**config.mk**
```make
export PLATFORM = sky130hd
export DESIGN_NAME = blastit_daylight_tx
export DESIGN_NICKNAME = d
export VERILOG_FILES = /design/src/rtl/blastit_daylight_tx.sv
export SDC_FILE = /design/constraint.sdc
export NUM_CORES = 1
export LEC_CHECK = 0
export CAP_MARGIN = 0
export CORE_MARGIN = 2
export CORE_UTILIZATION = 45
export CTS_BUF_LIST = sky130_fd_sc_hd__clkbuf_4
export CTS_CLUSTER_SIZE = 20
export DETAILED_ROUTE_END_ITERATION = 10
export SYNTH_ARGS = -nofsm -noshare
export SYNTH_HDL_FRONTEND = slang
export SYNTH_SLANG_ARGS = --single-unit
```
**constraint.sdc**
```tcl
create_clock -name CLOCK_50 -period 2.6 [get_ports CLOCK_50]
set_clock_uncertainty 0.2 [all_clocks]
set_input_delay 0.52 -clock CLOCK_50 [delete_from_list [all_inputs] [get_ports CLOCK_50]]
set_output_delay 0.52 -clock CLOCK_50 [all_outputs]
set_load 0.02 [all_outputs]
```
**src/rtl/blastit_daylight_tx.sv**
```systemverilog
// blastit_daylight_tx: daylight sensor synchronizer/debouncer with UART (8N1) change reporting.
// Each debounced state change queues one ASCII report byte: 'D' (0x44) for day, 'N' (0x4E)
// for night. Changes arriving while a frame is on the line coalesce into one follow-up frame.
// Optional feature: define BLASTIT_DAYLIGHT_HEARTBEAT_EN to re-report the current state every
// 2^26 cycles even without a change.
module blastit_daylight_tx #(
    parameter int unsigned CLK_HZ          = 50000000,
    parameter int unsigned BAUD            = 115200,
    parameter int unsigned DEBOUNCE_CYCLES = 500000
) (
    input  logic CLOCK_50,
    input  logic RESET,
    input  logic DAYLIGHT,
    output logic UART_TX,
    output logic TX_BUSY,
    output logic DAY_STATE,
    output logic WARN
);

    localparam int unsigned BaudDiv = (CLK_HZ + BAUD / 2) / BAUD;
    localparam int unsigned BaudW   = (BaudDiv > 1) ? $clog2(BaudDiv) : 1;
    localparam int unsigned DebW    = (DEBOUNCE_CYCLES > 1) ? $clog2(DEBOUNCE_CYCLES) : 1;
    localparam logic [BaudW-1:0] BaudLast = BaudW'(BaudDiv - 1);
    localparam logic [DebW-1:0]  DebLast  = DebW'(DEBOUNCE_CYCLES - 1);

    typedef enum logic [1:0] {StIdle, StStart, StData, StStop} tx_state_e;

    logic            sync1_q, sync2_q;
    logic [DebW-1:0] deb_cnt_q, deb_cnt_d;
    logic            day_q, day_d;
    logic            warn_q;
    logic            pending_q, pending_d;
    logic            change;
    logic            hb_tick;

    tx_state_e        state_q, state_d;
    logic [BaudW-1:0] baud_cnt_q, baud_cnt_d;
    logic [2:0]       bit_idx_q, bit_idx_d;
    logic [7:0]       byte_q, byte_d;
    logic             tx_q, tx_d;
    logic             frame_start;
    logic             baud_done;

`ifdef BLASTIT_DAYLIGHT_HEARTBEAT_EN
    logic [25:0] hb_cnt_q;

    // Free-running heartbeat counter; a tick fires once per wrap.
    always_ff @(posedge CLOCK_50 or posedge RESET) begin
        if (RESET) begin
            hb_cnt_q <= '0;
        end else begin
            hb_cnt_q <= hb_cnt_q + 26'd1;
        end
    end

    assign hb_tick = &hb_cnt_q;
`else
    assign hb_tick = 1'b0;
`endif

    // Two-flop synchronizer for the asynchronous sensor input.
    always_ff @(posedge CLOCK_50 or posedge RESET) begin
        if (RESET) begin
            sync1_q <= 1'b0;
            sync2_q <= 1'b0;
        end else begin
            sync1_q <= DAYLIGHT;
            sync2_q <= sync1_q;
        end
    end

    // Debounce: count consecutive cycles the synchronized level differs from the accepted state.
    always_comb begin
        deb_cnt_d = deb_cnt_q;
        day_d     = day_q;
        change    = 1'b0;
        if (sync2_q == day_q) begin
            deb_cnt_d = '0;
        end else if (deb_cnt_q == DebLast) begin
            day_d     = ~day_q;
            deb_cnt_d = '0;
            change    = 1'b1;
        end else begin
            deb_cnt_d = deb_cnt_q + DebW'(1);
        end
    end

    // Report request: a frame start consumes it, but a same-cycle change or heartbeat re-arms it.
    always_comb begin
        pending_d = pending_q;
        if (frame_start) begin
            pending_d = 1'b0;
        end
        if (change || hb_tick) begin
            pending_d = 1'b1;
        end
    end

    // Debounce, warning and pending state registers.
    always_ff @(posedge CLOCK_50 or posedge RESET) begin
        if (RESET) begin
            deb_cnt_q <= '0;
            day_q     <= 1'b0;
            warn_q    <= 1'b0;
            pending_q <= 1'b0;
        end else begin
            deb_cnt_q <= deb_cnt_d;
            day_q     <= day_d;
            warn_q    <= day_q;
            pending_q <= pending_d;
        end
    end

    assign baud_done = (baud_cnt_q == BaudLast);

    // UART transmit FSM next-state and registered line level.
    always_comb begin
        state_d     = state_q;
        baud_cnt_d  = baud_cnt_q;
        bit_idx_d   = bit_idx_q;
        byte_d      = byte_q;
        tx_d        = tx_q;
        frame_start = 1'b0;
        unique case (state_q)
            StIdle: begin
                tx_d       = 1'b1;
                baud_cnt_d = '0;
                if (pending_q) begin
                    frame_start = 1'b1;
                    state_d     = StStart;
                    // Byte reflects the state at frame start, so coalesced changes report latest.
                    byte_d      = day_q ? 8'h44 : 8'h4E;
                    tx_d        = 1'b0;
                end
            end
            StStart: begin
                if (baud_done) begin
                    baud_cnt_d = '0;
                    bit_idx_d  = 3'd0;
                    state_d    = StData;
                    tx_d       = byte_q[0];
                end else begin
                    baud_cnt_d = baud_cnt_q + BaudW'(1);
                end
            end
            StData: begin
                if (baud_done) begin
                    baud_cnt_d = '0;
                    if (bit_idx_q == 3'd7) begin
                        state_d = StStop;
                        tx_d    = 1'b1;
                    end else begin
                        bit_idx_d = bit_idx_q + 3'd1;
                        tx_d      = byte_q[bit_idx_d];
                    end
                end else begin
                    baud_cnt_d = baud_cnt_q + BaudW'(1);
                end
            end
            StStop: begin
                if (baud_done) begin
                    baud_cnt_d = '0;
                    state_d    = StIdle;
                    tx_d       = 1'b1;
                end else begin
                    baud_cnt_d = baud_cnt_q + BaudW'(1);
                end
            end
            default: begin
                state_d = StIdle;
                tx_d    = 1'b1;
            end
        endcase
    end

    // Transmit FSM registers; reset forces the line high immediately.
    always_ff @(posedge CLOCK_50 or posedge RESET) begin
        if (RESET) begin
            state_q    <= StIdle;
            baud_cnt_q <= '0;
            bit_idx_q  <= 3'd0;
            byte_q     <= 8'h00;
            tx_q       <= 1'b1;
        end else begin
            state_q    <= state_d;
            baud_cnt_q <= baud_cnt_d;
            bit_idx_q  <= bit_idx_d;
            byte_q     <= byte_d;
            tx_q       <= tx_d;
        end
    end

    assign UART_TX   = tx_q;
    assign TX_BUSY   = (state_q != StIdle);
    assign DAY_STATE = day_q;
    assign WARN      = warn_q;

endmodule

```
==> results of run 1 <==
worst max-delay path, delay by kind of cell (launching register included):
kind	cells	cell delay [ns]
DFF	1	0.42
buffers and inverters	3	0.56
adders and majority gates	1	0.26
cells in the final DEF, fill, tap and decap left out, drive strengths merged, types with 3 or more instances in the layout:
master	count
nor3	6
clkdlybuf4s50	5
a21oi	4
clkinv	3
nand2	12
inv	11
a22o	4
nand4	10
ha	10
nand2b	3
dfrtp	40
xnor2	16
o21ai	7
nor4	5
nand3	9
xor2	7
nor2	34
clkbuf	5
power groups by stage:
stage	Sequential (mW)	Combinational (mW)	Clock, mW
floorplan	0.659	0.0214	0
global placement	0.660	0.0299	0
CTS	0.648	0.0311	0.318
detailed placement	0.660	0.0311	0
global route	0.650	0.0341	0.346
finish	0.648	0.0290	0.302
layout make-up:
cell class / count / area (µm²) / share of cell area [%]
Clock buffer: 5 / 37.5 / 1.70
Clock inverter: 3 / 12.5 / 0.566
Multi-Input combinational cell: 147 / 960 / 43.4
Sequential cell: 41 / 1030 / 46.5
Inverter: 11 / 41.3 / 1.87
Tap cell: 52 / 65.1 / 2.94
Timing Repair Buffer: 7 / 66.3 / 3.00
logic make-up after synthesis:
| group | count (synthesis) | share of synthesized area (%) |
|---|---|---|
| xor gates and xnor gates | 23 | 9.82 |
| DFF | 41 | 50.1 |
| and+or+nand+nor | 88 | 21.8 |
| muxes | 2 | 1.10 |
| adders and majority gates | 10 | 6.10 |
| buffers and inverters | 16 | 3.11 |
| AOI/OAI and AO/OA | 24 | 7.99 |
per-stage QoR:
stage / setup slack, ns / cells / utilization (%) / hold WS (ns)
2_1_floorplan: 0.572 / 204 / - / 0.131
3_3_place_gp: 0.473 / 258 / 49.3 / 0.135
3_5_place_dp: 0.414 / 258 / 49.3 / 0.141
4_1_cts: 0.270 / 266 / 50.4 / 0.168
5_1_grt: 0.167 / 266 / 50.4 / 0.172
6_report: 0.288 / 266 / 50.4 / 0.165
routing by layer:
layer | global-route usage (%) | wire, µm | vias up
li1 | - | - | 719
met1 | 18.9 | 1600 | 722
met2 | 28.2 | 1760 | 16
met3 | 4.64 | 106 | 5
met4 | 6.08 | 64 | 0
met5 | 0 | 0 | -
registers in the layout, summed over array words and instances, names as in the netlist:
name,flops
byte_q,2
DAY_STATE,1
bit_idx_q,3
WARN,1
UART_TX,1
pending_q,1
baud_cnt_q,9
sync1_q,1
state_q,2
sync2_q,1
deb_cnt_q,19
path summary, 6_finish.rpt:
kind / end / slack, ns / cells after the start / startpoint
setup / recovery: TX_BUSY / 0.29 / 4 / state_q[0]
hold / removal: sync2_q / 0.16 / 0 / sync1_q
setup reg to reg: deb_cnt_q[18] / 0.43 / 5 / deb_cnt_q[0]
hold reg to reg: sync2_q / 0.16 / 0 / sync1_q
max in group asynchronous: UART_TX / 1.46 / 3 / RESET
min in group asynchronous: deb_cnt_q[8] / 0.38 / 3 / RESET
what timing repair did:
item	4_1_cts	5_1_grt
endpoints found under the hold margin	0	0
setup endpoints to repair	1	0
resized for setup	1	0
==> flow_summary.ini, run 1 <==
[global_routing]
grt.total_usage_pct = 16.2
grt_max_degree = 42
first_global_vias = 1510
antenna_found_initial = 0
grt_pass1_wl_um = 6530
grt-ovfl-total = 0

[layout]
areaGrowthSynthToFinish_pct = 7.75
n_fill_cell = 426
final_area_um2 = 2210
drive_gt1_share_pct = 6.54
nets = 226
antenna_cells = 0

[setup_path]
cp.arrival_ns = 1.59
path_class = flip-flop to primary output
critPathLaunchType = flip-flop
cpPeakStageDelay_ns = 0.42
crit_path_cell_trace = inv_1, ha_1, inv_1, dlygate4sd2_1
crit_top_cell = inv_1
worstPathRequired_ns = 1.88
crit_fanout = 5
cp-end-kind = primary output
critical-path-slowest-cell = dfrtp_1

[drt]
wl_per_cell_um = 13.3
drc = 0
vias = 1462
drtPass1Iterations = 4
drt-initial-drc-count = 62
viasPerCell = 5.50
totalWireLength_um = 3540
antenna_left = 0

[cts]
clock_sinks = 41
cts_root_buf = clkbuf_4
cts_buffers = 5
htree_num_levels = 2
worstSkewPairLatency_ns = 0.35
hold_buffers = 0
clockBufferDepth = 2
cts.clk_slew.worst_paths_ns = 0.12
cts_setup_buffers = 0
cts_tree = built

[outcome]
status = completed

[power]
p_total_mw = 0.979
p_leak_nw = 0.972
p_per_area_nw_per_um2 = 443
p_sw_share_pct = 23.4
ir_drop_v = 0.000255
switchingPower_mw = 0.229
pwr-share-comb_pct = 3.0
clockPowerShare_pct = 30.8
internal_power_mw = 0.749
pwr-share-seq_pct = 66.2

[synth]
synth.distinct_cells = 38
yosys_register_bits = 41
synthArstFlopShare_pct = 100
synthTopCellsByArea = dfrtp_1 49%, xnor2_1 6.8%, nor2_1 6.2%, ha_1 6.1%, xor2_1 3.0%
ys_seq_area_share_pct = 50.1
yosysTopAreaCell = dfrtp_1
syn_area_per_cell_um2 = 10.1
synth_ff_type = dfrtp_1
synth_commonest_cells = 40 x dfrtp_1, 34 x nor2_1, 16 x xnor2_1, 12 x nand2_1, 11 x inv_1
yosys_warnings = 0
synth_most_common_cell = dfrtp_1
syn_area_um2 = 2050
synthCells = 204
mappedNetlistNets = 217
synth_top_cell_area_share_pct = 48.8
synth_edf_count = 0

[timing]
finalCritPeriodShare_pct = 88.9
post-route-min-period_ns = 2.31
setup-tns-final_ns = 0
final_hold_viol_count = 0
fmax_mhz = 432
setup_violations = 0
tightestPinTransition_ns = 0.563
drv_slew = 0
max_slew_margin_pct = 62.5
rsz0062_at_grt = no

[floorplan]
io_pins = 7
rows = 24
die_area_um2 = 5110
die_x_um = 71.5
coreArea_um2 = 4380
start_util_pct = 46.8
die_y_um = 71.5

[min_path]
hp-class = flip-flop to flip-flop

[place]
placedInstanceArea_um2 = 2160
hpwl_um = 2530
port_buffers = 6
gp_congestion = 0.858

[flow_run]
maxCapViolCount = 0
Note: power is estimated with default switching activity, not from simulation.
==> run 2, diff against run 1 <==
PLACE_DENSITY = 0.62   (was not set)
clock period = 2.5 ns   (was 2.6 ns; I/O delays follow)
==> flow_summary.ini, run 2 (synthesis results as in run 1) <==
[outcome]
status = completed

[global_routing]
grt.busiest_layer = met2
first_global_vias = 1428
grt_max_degree = 42
antenna_found_initial = 0
use_met2_pct = 26.2
grt.met3_usage_pct = 5.49
grt-ovfl-total = 0
grt_pass1_wl_um = 6390
grt.total_usage_pct = 16.1
use_met1_pct = 20.1

[power]
ir_drop_v = 0.000197
pwr-share-seq_pct = 59.5
p_sw_share_pct = 21.8
internal_power_mw = 0.886
switchingPower_mw = 0.247
p_per_area_nw_per_um2 = 503
pwr-share-comb_pct = 2.9
clockPowerShare_pct = 37.6
p_leak_nw = 0.990

[floorplan]
io_pins = 7
die_x_um = 71.5
start_util_pct = 46.8
coreArea_um2 = 4380
rows = 24
die_y_um = 71.5
die_area_um2 = 5110

[timing]
post-route-min-period_ns = 2.28
max_slew_margin_pct = 58.5
setup-tns-final_ns = 0
tightestPinTransition_ns = 0.617
drv_slew = 0
finalCritPeriodShare_pct = 91.0
final_hold_viol_count = 0
setup_violations = 0
fmax_mhz = 440
rsz0062_at_grt = no

[layout]
layout_common_cells = 40 x dfrtp_1, 34 x nor2_1, 16 x xnor2_1
areaGrowthSynthToFinish_pct = 9.88
antenna_cells = 0
seq_area_um2 = 1030
instances_no_fill = 268
largest_registers = deb_cnt_q (19), baud_cnt_q (9), bit_idx_q (3)
n_fill_cell = 416
drive_gt1_share_pct = 7.87
nets = 228
largest_reg_flops = 19
multi_input_area_um2 = 960
regMostFlops = deb_cnt_q
final_common_cell = dfrtp_1

[setup_path]
r2r_start = deb_cnt_q[0]
worstPathRequired_ns = 1.80
r2r_cells = 5
rr_endpoint = deb_cnt_q[18]
r2r_slack_ns = 0.33
critPathLaunchType = flip-flop
crit_fanout = 5
critical_path.startpoint = state_q[1]
cp.arrival_ns = 1.58
cp-end-kind = primary output
endpoint = TX_BUSY
path_class = flip-flop to primary output

[drt]
vias = 1449
totalWireLength_um = 3680
antenna_left = 0
drc = 0
drt-initial-drc-count = 80
drtPass1Iterations = 4
viasPerCell = 5.41
wl_per_cell_um = 13.7

[cts]
cts.clk_slew.worst_paths_ns = 0.13
worstSkewPairLatency_ns = 0.35
cts_setup_buffers = 0
clock_sinks = 41
cts_tree = built
clockBufferDepth = 2
htree_num_levels = 2
cts_buffers = 5
cts_root_buf = clkbuf_4

[place]
hpwl_um = 2600
port_buffers = 6
placedCellCount = 260
gp_congestion = 0.794

[min_path]
min-delay-start = sync1_q
hp-class = flip-flop to flip-flop

[flow_run]
maxCapViolCount = 0
-- run 2: cell count changes in the layout (fill, tap and decap cells not counted) --
cell and change:
buf_4 +2, bufinv_16 +1, clkinv_1 -1, clkinv_2 -1, clkinvlp_4 +1
-- run 2: critical path, stage by stage (launching register included) --
cell and delay [ns]:
dfrtp_1 0.44, inv_1 0.12, ha_1 0.25, inv_1 0.09, dlygate4sd2_1 0.33
-- run 2: area by class of cell --
cell class	instances	share of cell area, %
Sequential cell	41	45.6
Multi-Input combinational cell	147	42.6
Timing Repair Buffer	9	3.61
Tap cell	52	2.89
Clock inverter	3	1.83
Inverter	11	1.83
Clock buffer	5	1.67
-- run 2: worst min path at each step --
stage | end | slack, ns | cells past startpoint
2_1_floorplan | sync2_q | 0.13 | 0
3_3_place_gp | sync2_q | 0.14 | 0
3_5_place_dp | sync2_q | 0.14 | 0
4_1_cts | sync2_q | 0.17 | 0
5_1_grt | sync2_q | 0.19 | 0
6_report | sync2_q | 0.16 | 0
-- run 2: timing repair --
item	CTS	global route
resized for setup	1	0
hold buffers	0	0
endpoints found under the setup margin	1	0
-- run 2: metal layers --
layer / vias up / routed length, µm
li1: 719 / -
met1: 705 / 1810
met2: 19 / 1700
met3: 6 / 114
met4: 0 / 55
met5: - / 0
-- run 2: per-stage QoR --
step	worst slack, ns	hold slack, ns	util (%)	instance area, µm²	total power, mW
final	0.225	0.164	51.4	2250	1.13
after CTS	0.216	0.169	51.4	2250	1.15
after global placement	0.397	0.137	49.6	2180	0.720
after global routing	0.0925	0.188	51.4	2250	1.19
after floorplan	0.472	0.131	-	2050	0.708
after detailed placement	0.333	0.139	49.6	2180	0.721
-- run 2: power by group through the flow --
stage               registers (mW)  clock network [mW]  logic (mW)
global placement             0.686                   0      0.0336
global route                 0.676               0.473      0.0391
finish                       0.674               0.427      0.0328
floorplan                    0.686                   0      0.0222
detailed placement           0.687                   0      0.0341
CTS                          0.675               0.445      0.0342
==> run 3, diff against run 2 <==
CORE_UTILIZATION = 35   (was 45)
PLACE_DENSITY = 0.5   (was 0.62)
==> flow_summary.ini, run 3 (synthesis results as in run 1) <==
[setup_path]
crit_fanout = 5
r2r_cells = 5
path_class = flip-flop to primary output
rr_endpoint = deb_cnt_q[18]
crit_top_cell = inv_1
r2r_slack_ns = 0.32
crit_path_cell_trace = inv_1, ha_1, inv_1, dlygate4sd2_1
worstPathRequired_ns = 1.80
r2r_start = deb_cnt_q[0]
cpPeakStageDelay_ns = 0.42
critical-path-slowest-cell = dfrtp_1
cp-end-kind = primary output
critPathLaunchType = flip-flop
cp.arrival_ns = 1.56

[min_path]
hold_depth = 0
hp-class = flip-flop to flip-flop
min-delay-start = sync1_q
min_to = sync2_q

[timing]
setup_violations = 0
final_hold_viol_count = 0
tightestPinTransition_ns = 0.543
finalCritPeriodShare_pct = 90.5
setup-tns-final_ns = 0
rsz0062_at_grt = no
drv_slew = 0
max_slew_margin_pct = 63.5
post-route-min-period_ns = 2.26
fmax_mhz = 442

[layout]
layout_common_cells = 40 x dfrtp_1, 34 x nor2_1, 16 x xnor2_1
regMostFlops = deb_cnt_q
antenna_cells = 0
final_common_cell = dfrtp_1
final_area_um2 = 2280
largest_registers = deb_cnt_q (19), baud_cnt_q (9), bit_idx_q (3)
areaGrowthSynthToFinish_pct = 11.1
largest_reg_flops = 19
drive_gt1_share_pct = 7.87
nets = 228
n_fill_cell = 558

[floorplan]
die_x_um = 80.5
start_util_pct = 36.8
rows = 27
io_pins = 7
coreArea_um2 = 5570
die_area_um2 = 6490
die_y_um = 80.5

[drt]
drtPass1Iterations = 4
vias = 1452
wl_met3_um = 140
top_layer = met4
totalWireLength_um = 3750
wl_met1_um = 1980
wl_per_cell_um = 13.0
met2_length_um = 1570
antenna_left = 0
viasPerCell = 5.04
drc = 0
drt-initial-drc-count = 72

[global_routing]
grt_pass1_wl_um = 6820
grt.total_usage_pct = 13.7
antenna_found_initial = 0
grt_max_degree = 42
first_global_vias = 1429
grt-ovfl-total = 0

[cts]
cts.clk_slew.worst_paths_ns = 0.13
cts_tree = built
cts_root_buf = clkbuf_4
clockBufferDepth = 2
worstSkewPairLatency_ns = 0.34
clock_sinks = 41
cts_buffers = 5
htree_num_levels = 2
cts_setup_buffers = 0

[place]
placedInstanceArea_um2 = 2200
hpwl_um = 2650
gp_congestion = 0.809
port_buffers = 6

[power]
p_per_area_nw_per_um2 = 499
p_leak_nw = 0.986
ir_drop_v = 0.000341

[flow_run]
maxCapViolCount = 0

[outcome]
status = completed
[run 3: cell types whose count changed in the layout (fill, tap and decap cells not counted)]
cell | previous run | this run
inv_1 | 11 | 10
clkinv_1 | 1 | 2
[run 3: worst max path at each step]
stage / cells past startpoint / start / to / slack (ns)
floorplan: 5 / deb_cnt_q[0] / deb_cnt_q[18] / 0.47
global placement: 4 / state_q[0] / TX_BUSY / 0.36
detailed placement: 5 / deb_cnt_q[0] / deb_cnt_q[18] / 0.31
CTS: 4 / state_q[1] / TX_BUSY / 0.21
global route: 4 / state_q[0] / TX_BUSY / 0.11
finish: 4 / state_q[0] / TX_BUSY / 0.24
[run 3: repair_timing]
action,4_1_cts,5_1_grt
hold buffers,0,0
endpoints found under the setup margin,1,0
resized for setup,1,0
[run 3: through the flow]
step / cells / power [mW] / hold slack [ns] / utilization, % / worst slack, ns
2_1_floorplan: 204 / 0.708 / 0.131 / - / 0.472
3_3_place_gp: 280 / 0.722 / 0.136 / 39.5 / 0.363
3_5_place_dp: 280 / 0.722 / 0.136 / 39.5 / 0.312
4_1_cts: 288 / 1.16 / 0.165 / 40.9 / 0.215
5_1_grt: 288 / 1.19 / 0.180 / 40.9 / 0.107
6_report: 288 / 1.14 / 0.164 / 40.9 / 0.238
[run 3: report_power, final]
| part | switching, mW | total (mW) | internal [mW] |
|---|---|---|---|
| combinational | 0.0219 | 0.0327 | 0.0108 |
| sequential | 0.00522 | 0.674 | 0.669 |
| clock | 0.224 | 0.431 | 0.207 |
[run 3: area by class of cell]
type                    instances  area (µm²)  area share [%]
flip-flops and latches         41        1030            45.1
multi-input cells             147         960            42.1
well taps                      72        90.1            3.95
repair buffers                  9        81.3            3.57
clock inverters                 3        41.3            1.81
inverters                      11        41.3            1.81
clock buffers                   5        37.5            1.65
[run 3: worst max-delay path: cells and delay by family (launching register included)]
family	cells	cell delay [ns]
fa+ha+maj	1	0.26
buf+inv	3	0.54
flops	1	0.42
[run 3: metal layers]
| metal | track usage [%] | vias to the layer above |
|---|---|---|
| met1 | 20.0 | 692 |
| met5 | 0 | - |
| met2 | 19.5 | 27 |
| met3 | 3.37 | 6 |
| li1 | - | 727 |
| met4 | 5.25 | 0 |
